===== src/rtl/pcs_tx_pkg.sv =====
// Shared constants for the 64b/66b TX path: block geometry, scrambler taps and seed,
// and the legal sync-header codes.
package pcs_tx_pkg;

  localparam int NB_DATA_CODED = 66;
  localparam int NB_PAYLOAD    = 64;
  localparam int NB_HEADER     = NB_DATA_CODED - NB_PAYLOAD;
  localparam int NB_SCR_STATE  = 58;

  // Tap indices into the state, where state[k] is the scrambled bit sent k+1 bits earlier.
  localparam int SCR_TAP_A = 38;
  localparam int SCR_TAP_B = 57;

  localparam logic [NB_SCR_STATE-1:0] SCR_SEED = {NB_SCR_STATE{1'b1}};

  localparam logic [NB_HEADER-1:0] SH_DATA = 2'b01;
  localparam logic [NB_HEADER-1:0] SH_CTRL = 2'b10;

endpackage


===== src/rtl/scrambler_step.sv =====
// One 64-bit step of the self-synchronous scrambler G(x) = 1 + x^39 + x^58.
// Payload bit 63 is sent first; the history and the new bits share one MSB-first chain.
module scrambler_step
  import pcs_tx_pkg::*;
(
  input  logic [NB_PAYLOAD-1:0]   payload_i,
  input  logic [NB_SCR_STATE-1:0] state_i,
  output logic [NB_PAYLOAD-1:0]   scrambled_o,
  output logic [NB_SCR_STATE-1:0] next_state_o
);

  // chain[63:0] holds the new scrambled bits, chain[121:64] the prior history, so the
  // bit sent d positions before chain[i] sits at chain[i+d].
  logic [NB_SCR_STATE+NB_PAYLOAD-1:0] chain;

  always_comb begin
    chain = {state_i, {NB_PAYLOAD{1'b0}}};
    for (int i = NB_PAYLOAD - 1; i >= 0; i--) begin
      chain[i] = payload_i[i] ^ chain[i + SCR_TAP_A + 1] ^ chain[i + SCR_TAP_B + 1];
    end
  end

  assign scrambled_o  = chain[NB_PAYLOAD-1:0];
  assign next_state_o = chain[NB_SCR_STATE-1:0];

endmodule


===== src/rtl/pcs_tx_scrambler.sv =====
// 64b/66b TX scrambler: registers, accept logic and bypass mux around scrambler_step.
// Sync header passes through untouched; one clock of latency.
module pcs_tx_scrambler
  import pcs_tx_pkg::*;
(
  input  logic                     i_clock,
  input  logic                     i_reset,
  input  logic                     i_enable,
  input  logic                     i_valid,
  input  logic                     i_bypass,
  input  logic [NB_DATA_CODED-1:0] i_tx_coded,
  output logic [NB_DATA_CODED-1:0] o_tx_scrambled,
  output logic                     o_valid
);

  logic                     acc;
  logic [NB_SCR_STATE-1:0]  state_q, state_d;
  logic [NB_DATA_CODED-1:0] data_q, data_d;
  logic                     valid_q;
  logic [NB_PAYLOAD-1:0]    scr_payload;
  logic [NB_SCR_STATE-1:0]  scr_next_state;

  assign acc = i_enable & i_valid;

  scrambler_step u_step (
    .payload_i    (i_tx_coded[NB_PAYLOAD-1:0]),
    .state_i      (state_q),
    .scrambled_o  (scr_payload),
    .next_state_o (scr_next_state)
  );

  always_comb begin
    state_d = state_q;
    data_d  = data_q;
    if (acc) begin
      data_d[NB_DATA_CODED-1:NB_PAYLOAD] = i_tx_coded[NB_DATA_CODED-1:NB_PAYLOAD];
      // Bypass leaves the history alone so scrambling resumes seamlessly afterwards.
      if (i_bypass) begin
        data_d[NB_PAYLOAD-1:0] = i_tx_coded[NB_PAYLOAD-1:0];
      end else begin
        data_d[NB_PAYLOAD-1:0] = scr_payload;
        state_d                = scr_next_state;
      end
    end
  end

  always_ff @(posedge i_clock) begin
    if (i_reset) begin
      state_q <= SCR_SEED;
      data_q  <= '0;
      valid_q <= 1'b0;
    end else begin
      state_q <= state_d;
      data_q  <= data_d;
      valid_q <= acc;
    end
  end

  assign o_tx_scrambled = data_q;
  assign o_valid        = valid_q;

endmodule


===== config.mk =====
export PLATFORM = sky130hd
export DESIGN_NAME = pcs_tx_scrambler
export DESIGN_NICKNAME = d
export VERILOG_FILES = /design/src/rtl/pcs_tx_pkg.sv /design/src/rtl/scrambler_step.sv /design/src/rtl/pcs_tx_scrambler.sv
export SDC_FILE = /design/constraint.sdc
export NUM_CORES = 1
export LEC_CHECK = 0
export CORE_MARGIN = 2
export CORE_UTILIZATION = 51
export CTS_CLUSTER_SIZE = 16
export DETAILED_ROUTE_END_ITERATION = 7
export GPL_TIMING_DRIVEN = 0
export MAX_ROUTING_LAYER = met4
export PLACE_DENSITY = 0.91
export SETUP_SLACK_MARGIN = 0.02
export SLEW_MARGIN = 30
export SYNTH_ARGS = -nofsm -noshare
export SYNTH_HDL_FRONTEND = slang
export SYNTH_SLANG_ARGS = --single-unit

===== constraint.sdc =====
create_clock -name i_clock -period 1.7 [get_ports i_clock]
set_input_delay 0.255 -clock i_clock [delete_from_list [all_inputs] [get_ports i_clock]]
set_output_delay 0.255 -clock i_clock [all_outputs]
set_load 0.1 [all_outputs]

==> results.py, run 1 <==
metrics = {
    "drt": {
        "vias_per_cell": 5.82,
        "drc": 0,
        "via_count": 5992,
        "initialDrtViolationCount": 527,
        "antenna_left": 0,
        "totalWireLength_um": 20800,
        "wire_per_inst_um": 20.2,
        "dr.pass1.iters": 7,
    },
    "placed_design": {
        "dp_hpwl_um": 15100,
        "port_buffers": 136,
        "gp_congestion": 0.952,
    },
    "sta": {
        "fin_hold_ws_ps": 387,
        "fin_crit_ps": 1620,
        "worst_pin_slew_ps": 801,
        "fmax_mhz": 617,
        "setup_viol": 0,
        "hold_viol": 0,
        "relSlewSlack_pct": 46.6,
        "worst_clock_skew_ps": 5.83,
        "period_share_pct": 95.4,
        "rsz0062_at_grt": "false",
        "maxSlewViolCount": 0,
    },
    "critical_path": {
        "crit_chain": "clkdlybuf4s50_1 -> and2_1 -> buf_4 -> nand2b_1 -> buf_4 -> buf_2 -> a21oi_1 -> nand2_1",
        "path_common_cell": "buf_4",
        "worstPathMaxFanout": 10,
        "worst_setup_path_end_kind": "flop",
        "r2r_start": "state_q[23]",
        "worstPathRequired_ps": 2000,
        "cpMaxStageDelayCell": "clkdlybuf4s50_1",
        "slowest_delay_ps": 480,
        "path_class": "primary input to flop",
        "crit_arrival_ps": 1920,
        "cp_top_family": "buffers and inverters",
        "critical_path_buf_inv_count": 4,
        "startpoint": "i_enable",
        "startpoint_type": "primary input",
    },
    "synthesis": {
        "synth-edff-count": 0,
        "yosysUniqueCellTypes": 21,
        "async_flop_share_pct": 0,
        "ys_seq_area_share_pct": 39.0,
        "synthFlopType": "dfxtp_1",
        "synth_seq_cells": 125,
        "syn_inst": 693,
        "synth_fp_nets": 764,
        "avgSynthCellArea_um2": 9.27,
        "synth_warnings": 0,
        "synth_area_um2": 6420,
    },
    "clock_network": {
        "cts_sinks": 125,
        "cts_hold_buf": 0,
        "cts_tree": "built",
        "clk_pin_slew_worst_paths_ps": 60,
        "cts_setup_buffers": 0,
        "htreeDepth": 4,
        "clk_latency_ps": 420,
        "cts_made_buffers": 17,
        "clock_path_buffers": 2,
        "cts_root_buf": "clkbuf_16",
    },
    "flow_run": {
        "drv_cap": 0,
    },
    "finish": {
        "drive_above_1_share_pct": 14.4,
        "layout_commonest_cell": "dfxtp_1",
        "mostFrequentLayoutCells": "123 x dfxtp_1, 98 x nor2_1, 81 x xnor2_1",
        "seq_area_um2": 2500,
        "antenna_cells": 0,
        "fillers": 867,
        "multiInputGateArea_um2": 3710,
        "synthToLayoutAreaGrowth_pct": 36.2,
        "nets": 919,
    },
    "global_routing": {
        "first_global_vias": 5723,
        "grt_util_met3_pct": 6.90,
        "antenna_found_initial": 0,
        "use_met1_pct": 40.7,
        "grt_most_used_layer": "met2",
        "grt_max_degree": 17,
        "gr-total-overflow": 0,
        "grt_pass1_wl_um": 31300,
        "grt_usage_pct": 32.4,
        "use_met2_pct": 51.4,
    },
    "floorplanning": {
        "placementRows": 40,
        "start_util_pct": 52.8,
        "core-area_um2": 12200,
        "num_io_pins": 138,
        "die_area_um2": 13500,
        "chipHeight_um": 116,
        "die_w_um": 116,
    },
    "power": {
        "p_leak_uw": 0.00323,
        "power_uw": 9770,
        "ir_drop_v": 0.000855,
        "cellPowerDensity_nw_per_um2": 1120,
    },
    "outcome": {
        "outcome": "finished, final reports clean",
    },
    "hold_path": {
        "min_from": "i_tx_coded[64]",
        "hold_path_class": "primary input to flop",
    },
}
-- layer usage --
metal,vias up,routed length [um],part of all wire (%)
met3,68,2130,10
li1,2735,-,-
met1,2816,8170,39
met4,0,725,3.5
met2,373,9760,47
met5,-,0,0
-- metrics by stage --
step | util [%] | setup slack (ps) | setup TNS (ps) | std cells | area [um2]
floorplan | - | 342 | 0 | 693 | 6420
global placement | 65.7 | -414 | -39020 | 997 | 7990
detailed placement | 65.7 | -454 | -42550 | 997 | 7990
CTS | 71.6 | 32.7 | 0 | 1029 | 8710
global route | 71.9 | 28.7 | 0 | 1029 | 8750
finish | 71.9 | 78.3 | 0 | 1029 | 8750
-- cells by family (layout without fill, tap and decap cells) --
group	count (synthesis)	in the layout	synth area share, %
flip-flops	125	125	39.0
AND/OR/NAND/NOR	176	176	12.4
buffers and inverters	51	219	3.64
AO/OA/AOI/OAI	181	181	19.0
multiplexers	6	6	0.935
XOR/XNOR	154	154	25.1
-- power breakdown --
group,internal [uW],switching [uW],leakage (uW)
sequential,3120,191,0.00103
combinational,880,1680,0.00192
clock,2530,1370,0.000289
-- synth_stat cells (13+ instances only) --
master    count  area share (%)
nor2_1       99             5.8
clkbuf_1     27             1.6
nand2_1      17            0.99
nor3_1       13             1.0
o21ai_0      44             3.4
a21oi_1      40             3.1
or3_1        25             2.4
dfxtp_1     125              39
nand2b_1     21             2.0
o21a_1       13             1.5
a311oi_1     25             3.4
a211o_1      33             4.5
a211oi_1     26             3.0
xnor3_1      19             6.7
xor2_1       52             7.1
xnor2_1      83              11
-- layout make-up --
type | instances | share of cell area (%)
buffer | 51 | 2.86
clock buffer | 22 | 5.31
clock inverter | 10 | 1.86
multi-input combinational | 517 | 42.4
sequential | 125 | 28.6
tap | 168 | 2.40
timing repair buffer | 136 | 16.6
-- worst paths after layout --
path	slack, ps	depth (start not counted)	end
worst max-delay path	80	8	state_q[20]
worst min-delay path	390	3	o_tx_scrambled[64]
worst max register to register	90	4	o_tx_scrambled[9]
worst min register to register	470	2	o_tx_scrambled[64]
-- worst reg2reg max path: stages, from the launching register on --
cell     delay (ps)
dfxtp_1         490
xnor3_1         510
xnor2_1         280
o21a_1          160
nor3_1           50
-- sequential cells by signal, indices dropped and copies added, names as in the netlist --
| register | cells |
|---|---|
| o_tx_scrambled | 66 |
| o_valid | 1 |
| state_q | 58 |
-- what timing repair did --
action	CTS	global route
resized for setup	205	15
setup endpoints to repair	79	88
gates cloned	0	0
Note: power is estimated with default switching activity, not from simulation.
==> run 2: changes to the inputs <==
--- a/config.mk
+++ b/config.mk
@@ -11,7 +11,7 @@
 export DETAILED_ROUTE_END_ITERATION = 7
 export GPL_TIMING_DRIVEN = 0
 export MAX_ROUTING_LAYER = met4
-export PLACE_DENSITY = 0.91
+export PLACE_DENSITY = 0.84
 export SETUP_SLACK_MARGIN = 0.02
 export SLEW_MARGIN = 30
 export SYNTH_ARGS = -nofsm -noshare
==> results.py, run 2 (same netlist as run 1, synthesis figures left out) <==
metrics = {
    "critical_path": {
        "r2r_slack_ps": 80,
        "startpoint_type": "primary input",
        "r2r_start": "state_q[30]",
        "path_class": "primary input to flop",
        "worst_r2r_path_depth": 4,
        "worst_setup_path_end_kind": "flop",
        "crit_arrival_ps": 1950,
        "startpoint": "i_enable",
        "r2r_end": "o_tx_scrambled[16]",
        "worstPathMaxFanout": 10,
        "worstPathRequired_ps": 2010,
    },
    "sta": {
        "relSlewSlack_pct": 52.0,
        "fmax_mhz": 612,
        "hold_viol": 0,
        "fin_crit_ps": 1630,
        "worst_pin_slew_ps": 721,
        "period_share_pct": 96.1,
        "worst_clock_skew_ps": 7.78,
        "rsz0062_at_grt": "false",
        "setup_viol": 0,
        "maxSlewViolCount": 0,
    },
    "finish": {
        "fillers": 900,
        "layout_commonest_cell": "dfxtp_1",
        "antenna_cells": 0,
        "largest_reg_flops": 66,
        "drive_above_1_share_pct": 15.3,
        "fin_util_pct": 72.4,
        "mostFrequentLayoutCells": "124 x dfxtp_1, 99 x nor2_1, 80 x xnor2_1",
        "seq_area_um2": 2500,
        "fin_area_um2": 8800,
        "multiInputGateArea_um2": 3720,
        "synthToLayoutAreaGrowth_pct": 37.1,
        "nets": 919,
    },
    "placed_design": {
        "gp_congestion": 0.943,
        "placed_area_um2": 7990,
        "dp_hpwl_um": 16300,
        "port_buffers": 136,
    },
    "drt": {
        "vias_per_cell": 5.86,
        "antenna_left": 0,
        "wire_per_inst_um": 21.0,
        "via_count": 6027,
        "drc": 0,
        "dr.pass1.iters": 5,
        "totalWireLength_um": 21600,
        "initialDrtViolationCount": 501,
    },
    "power": {
        "power_frac_seq_pct": 32.9,
        "p_int_uw": 6760,
        "cellPowerDensity_nw_per_um2": 1140,
        "p_leak_uw": 0.00330,
        "combinationalPowerShare_pct": 25.8,
        "pwr-share-clk_pct": 41.4,
        "power.switching_uw": 3300,
        "ir_drop_v": 0.000811,
        "sw_frac_of_total_pct": 32.8,
    },
    "clock_network": {
        "clk_latency_ps": 430,
        "clk_pin_slew_worst_paths_ps": 60,
        "htreeDepth": 4,
        "cts_tree": "built",
        "clock_path_buffers": 2,
        "cts_root_buf": "clkbuf_16",
        "cts_hold_buf": 0,
        "cts_made_buffers": 17,
        "cts_sinks": 125,
    },
    "global_routing": {
        "grt_max_degree": 17,
        "grt_usage_pct": 34.0,
        "antenna_found_initial": 0,
        "gr-total-overflow": 0,
        "grt_pass1_wl_um": 32900,
        "first_global_vias": 6043,
    },
    "floorplanning": {
        "start_util_pct": 52.8,
        "die_area_um2": 13500,
        "num_io_pins": 138,
        "placementRows": 40,
        "core-area_um2": 12200,
        "chipHeight_um": 116,
        "die_w_um": 116,
    },
    "flow_run": {
        "drv_cap": 0,
    },
    "outcome": {
        "outcome": "finished, final reports clean",
    },
    "hold_path": {
        "whs_path_depth": 3,
        "min_from": "i_tx_coded[65]",
        "whs_endpoint": "o_tx_scrambled[65]",
        "hold_path_class": "primary input to flop",
    },
}
==> run 2: changes by cell type in the layout (fill, tap and decap cells not counted), sizes merged <==
cell | previous run | this run
buf | 22 | 20
clkinvlp | 5 | 1
bufinv | 4 | 6
inv | 0 | 2
clkbuf | 51 | 48
clkinv | 1 | 6
==> run 2: per-stage QoR <==
step	std cells	setup TNS (ps)	total power (uW)	hold slack (ps)	setup slack, ps
floorplan	693	0	5110	391	342
global placement	997	-37730	5860	450	-446
detailed placement	997	-41650	5900	453	-480
CTS	1029	0	10000	369	48.2
global route	1029	0	10300	407	25.3
finish	1029	0	10100	379	66.1
==> run 2: final cells by class <==
cell class / instances / share of cell area (%)
clock buffer: 17 / 4.83
sequential: 125 / 28.4
multi-input combinational: 517 / 42.2
buffer: 51 / 2.91
tap: 168 / 2.39
timing repair buffer: 136 / 16.4
clock inverter: 15 / 2.76
==> run 2: worst max path at each step <==
stage                              end  slack (ps)  cells past startpoint
floorplan            o_tx_scrambled[0]         340                      2
global placement           state_q[24]        -450                      7
detailed placement  o_tx_scrambled[36]        -480                      6
CTS                        state_q[24]          50                      7
global route               state_q[43]          30                      8
finish                     state_q[42]          70                      8
==> run 2: critical path, cell delays in order <==
cell,delay (ps)
clkdlybuf4s50_1,410
and2_1,160
clkbuf_4,200
nand2b_1,110
buf_4,180
buf_4,220
nor2_1,120
a211o_1,290
==> run 2: power by group through the flow <==
stage / logic [uW] / registers, uW / clock network (uW)
after floorplan: 999 / 4110 / 0
after global placement: 2510 / 3350 / 0
after detailed placement: 2540 / 3360 / 0
after CTS: 2540 / 3300 / 4160
after global routing: 2720 / 3320 / 4300
final: 2590 / 3310 / 4160
==> run 2: timing repair <==
item	in CTS	in global routing
setup buffers	0	0
pin swaps	0	1
gates resized for setup	204	24
setup endpoints to repair	85	45
==> run 2: routing by layer <==
layer,part of all wire (%),up-vias,global-route usage [%]
li1,-,2725,-
met1,42,2959,42.7
met2,48,295,54.4
met3,7.0,48,5.97
met4,2.9,0,14.0
met5,0,-,-
==> run 3: changes to the inputs <==
--- a/config.mk
+++ b/config.mk
@@ -7,13 +7,12 @@
 export LEC_CHECK = 0
 export CORE_MARGIN = 2
 export CORE_UTILIZATION = 51
+export CTS_CLUSTER_DIAMETER = 150
 export CTS_CLUSTER_SIZE = 16
 export DETAILED_ROUTE_END_ITERATION = 7
 export GPL_TIMING_DRIVEN = 0
 export MAX_ROUTING_LAYER = met4
 export PLACE_DENSITY = 0.84
-export SETUP_SLACK_MARGIN = 0.02
-export SLEW_MARGIN = 30
 export SYNTH_ARGS = -nofsm -noshare
 export SYNTH_HDL_FRONTEND = slang
 export SYNTH_SLANG_ARGS = --single-unit
==> results.py, run 3 (same netlist as run 1, synthesis figures left out) <==
metrics = {
    "sta": {
        "rsz0062_at_grt": "false",
        "setup_viol": 0,
        "fmax_mhz": 605,
        "fin_crit_ps": 1650,
        "worst_clock_skew_ps": 8.34,
        "maxSlewViolCount": 0,
        "period_share_pct": 97.3,
        "relSlewSlack_pct": 51.6,
        "final.setup.tns_ps": 0,
        "worst_pin_slew_ps": 727,
        "hold_viol": 0,
    },
    "finish": {
        "largest_reg_flops": 66,
        "multiInputGateArea_um2": 3700,
        "mostFrequentLayoutCells": "125 x dfxtp_1, 98 x nor2_1, 82 x xnor2_1",
        "antenna_cells": 0,
        "seq_area_um2": 2500,
        "nets": 919,
        "drive_above_1_share_pct": 15.0,
        "layout_commonest_cell": "dfxtp_1",
        "fin_util_pct": 72.3,
        "fin_area_um2": 8790,
        "fillers": 907,
        "synthToLayoutAreaGrowth_pct": 36.8,
    },
    "global_routing": {
        "grt_util_met3_pct": 5.97,
        "grt_usage_pct": 34.0,
        "use_met1_pct": 42.7,
        "use_met2_pct": 54.4,
        "grt_pass1_wl_um": 32900,
        "grt_max_degree": 17,
        "first_global_vias": 6043,
        "antenna_found_initial": 0,
        "gr-total-overflow": 0,
        "grt_most_used_layer": "met2",
    },
    "hold_path": {
        "whs_endpoint": "o_tx_scrambled[65]",
        "min_from": "i_tx_coded[65]",
        "whs_path_depth": 3,
        "hold_path_class": "primary input to flop",
    },
    "clock_network": {
        "cts_hold_buf": 0,
        "htreeDepth": 4,
        "cts_tree": "built",
        "cts_root_buf": "clkbuf_16",
        "cts_sinks": 125,
        "cts_made_buffers": 17,
        "clock_path_buffers": 2,
        "cts_setup_buffers": 0,
        "clk_pin_slew_worst_paths_ps": 60,
        "clk_latency_ps": 430,
    },
    "critical_path": {
        "r2r_start": "state_q[27]",
        "crit_chain": "clkdlybuf4s50_1 -> and2_1 -> buf_2 -> nand2b_1 -> buf_4 -> buf_4 -> nor2_1 -> a211o_1",
        "path_common_cell": "buf_4",
        "r2r_end": "o_tx_scrambled[13]",
        "r2r_slack_ps": 50,
        "worst_setup_path_end_kind": "flop",
        "worst_r2r_path_depth": 4,
        "slowest_delay_ps": 470,
        "startpoint_type": "primary input",
        "cpMaxStageDelayCell": "clkdlybuf4s50_1",
        "worstPathMaxFanout": 10,
        "crit_arrival_ps": 2030,
        "worstPathRequired_ps": 2070,
        "path_class": "primary input to flop",
    },
    "power": {
        "power.switching_uw": 3310,
        "ir_drop_v": 0.000811,
        "p_leak_uw": 0.00329,
        "cellPowerDensity_nw_per_um2": 1140,
        "power_uw": 10100,
        "combinationalPowerShare_pct": 25.7,
        "power_frac_seq_pct": 32.8,
        "pwr-share-clk_pct": 41.5,
        "p_int_uw": 6750,
        "sw_frac_of_total_pct": 32.9,
    },
    "drt": {
        "drc": 0,
        "totalWireLength_um": 21600,
        "dr.pass1.iters": 5,
        "initialDrtViolationCount": 436,
        "via_count": 5992,
        "wire_per_inst_um": 21.0,
        "antenna_left": 0,
        "vias_per_cell": 5.82,
    },
    "floorplanning": {
        "core-area_um2": 12200,
        "start_util_pct": 52.8,
        "placementRows": 40,
        "die_area_um2": 13500,
        "die_w_um": 116,
        "chipHeight_um": 116,
        "num_io_pins": 138,
    },
    "placed_design": {
        "port_buffers": 136,
        "placed_area_um2": 7990,
        "gp_congestion": 0.943,
        "dp_hpwl_um": 16300,
    },
    "flow_run": {
        "drv_cap": 0,
    },
    "outcome": {
        "outcome": "finished, final reports clean",
    },
}
[run 3: power groups by stage]
stage	clock network (uW)	logic [uW]	registers, uW
3_5_place_dp	0	2540	3360
5_1_grt	4300	2700	3320
4_1_cts	4160	2540	3300
2_1_floorplan	0	999	4110
6_report	4170	2580	3300
3_3_place_gp	0	2510	3350
[run 3: worst max path at each step]
stage                      start                  to  slack [ps]  depth (start not counted)
2_1_floorplan  o_tx_scrambled[0]   o_tx_scrambled[0]         340                          2
3_3_place_gp            i_bypass         state_q[24]        -450                          7
3_5_place_dp            i_enable  o_tx_scrambled[36]        -480                          6
4_1_cts                 i_bypass   o_tx_scrambled[1]          10                          6
5_1_grt                 i_enable          state_q[1]           3                          8
6_report                i_enable         state_q[43]          50                          8
[run 3: routing by layer]
| metal | vias to the layer above | share of wire (%) | wire length (um) |
|---|---|---|---|
| met2 | 293 | 48 | 10400 |
| li1 | 2727 | - | - |
| met3 | 49 | 7.0 | 1510 |
| met5 | - | 0 | 0 |
| met1 | 2923 | 42 | 9120 |
| met4 | 0 | 2.9 | 622 |
[run 3: worst max-delay path, delay by kind of cell]
family / cells / cell delay (ps)
buffers and inverters: 4 / 1100
AO/OA/AOI/OAI: 1 / 150
AND/OR/NAND/NOR: 3 / 510
[run 3: through the flow]
| step | setup slack, ps | hold slack [ps] | std cells |
|---|---|---|---|
| 2_1_floorplan | 342 | 391 | 693 |
| 3_3_place_gp | -446 | 450 | 997 |
| 3_5_place_dp | -480 | 453 | 997 |
| 4_1_cts | 11.7 | 369 | 1029 |
| 5_1_grt | 2.80 | 407 | 1029 |
| 6_report | 45.7 | 378 | 1029 |
[run 3: final cells by class]
type	instances	area share (%)
plain buffers	51	2.89
clock buffers	17	4.84
clock inverters	15	2.76
multi-input cells	517	42.2
flip-flops and latches	125	28.5
well taps	168	2.39
repair buffers	136	16.5
[run 3: what timing repair did]
action                     in CTS  in global routing
resized for setup             203                 22
cloned                          0                  0
setup endpoints to repair      77                 42
pin swaps                       0                  0
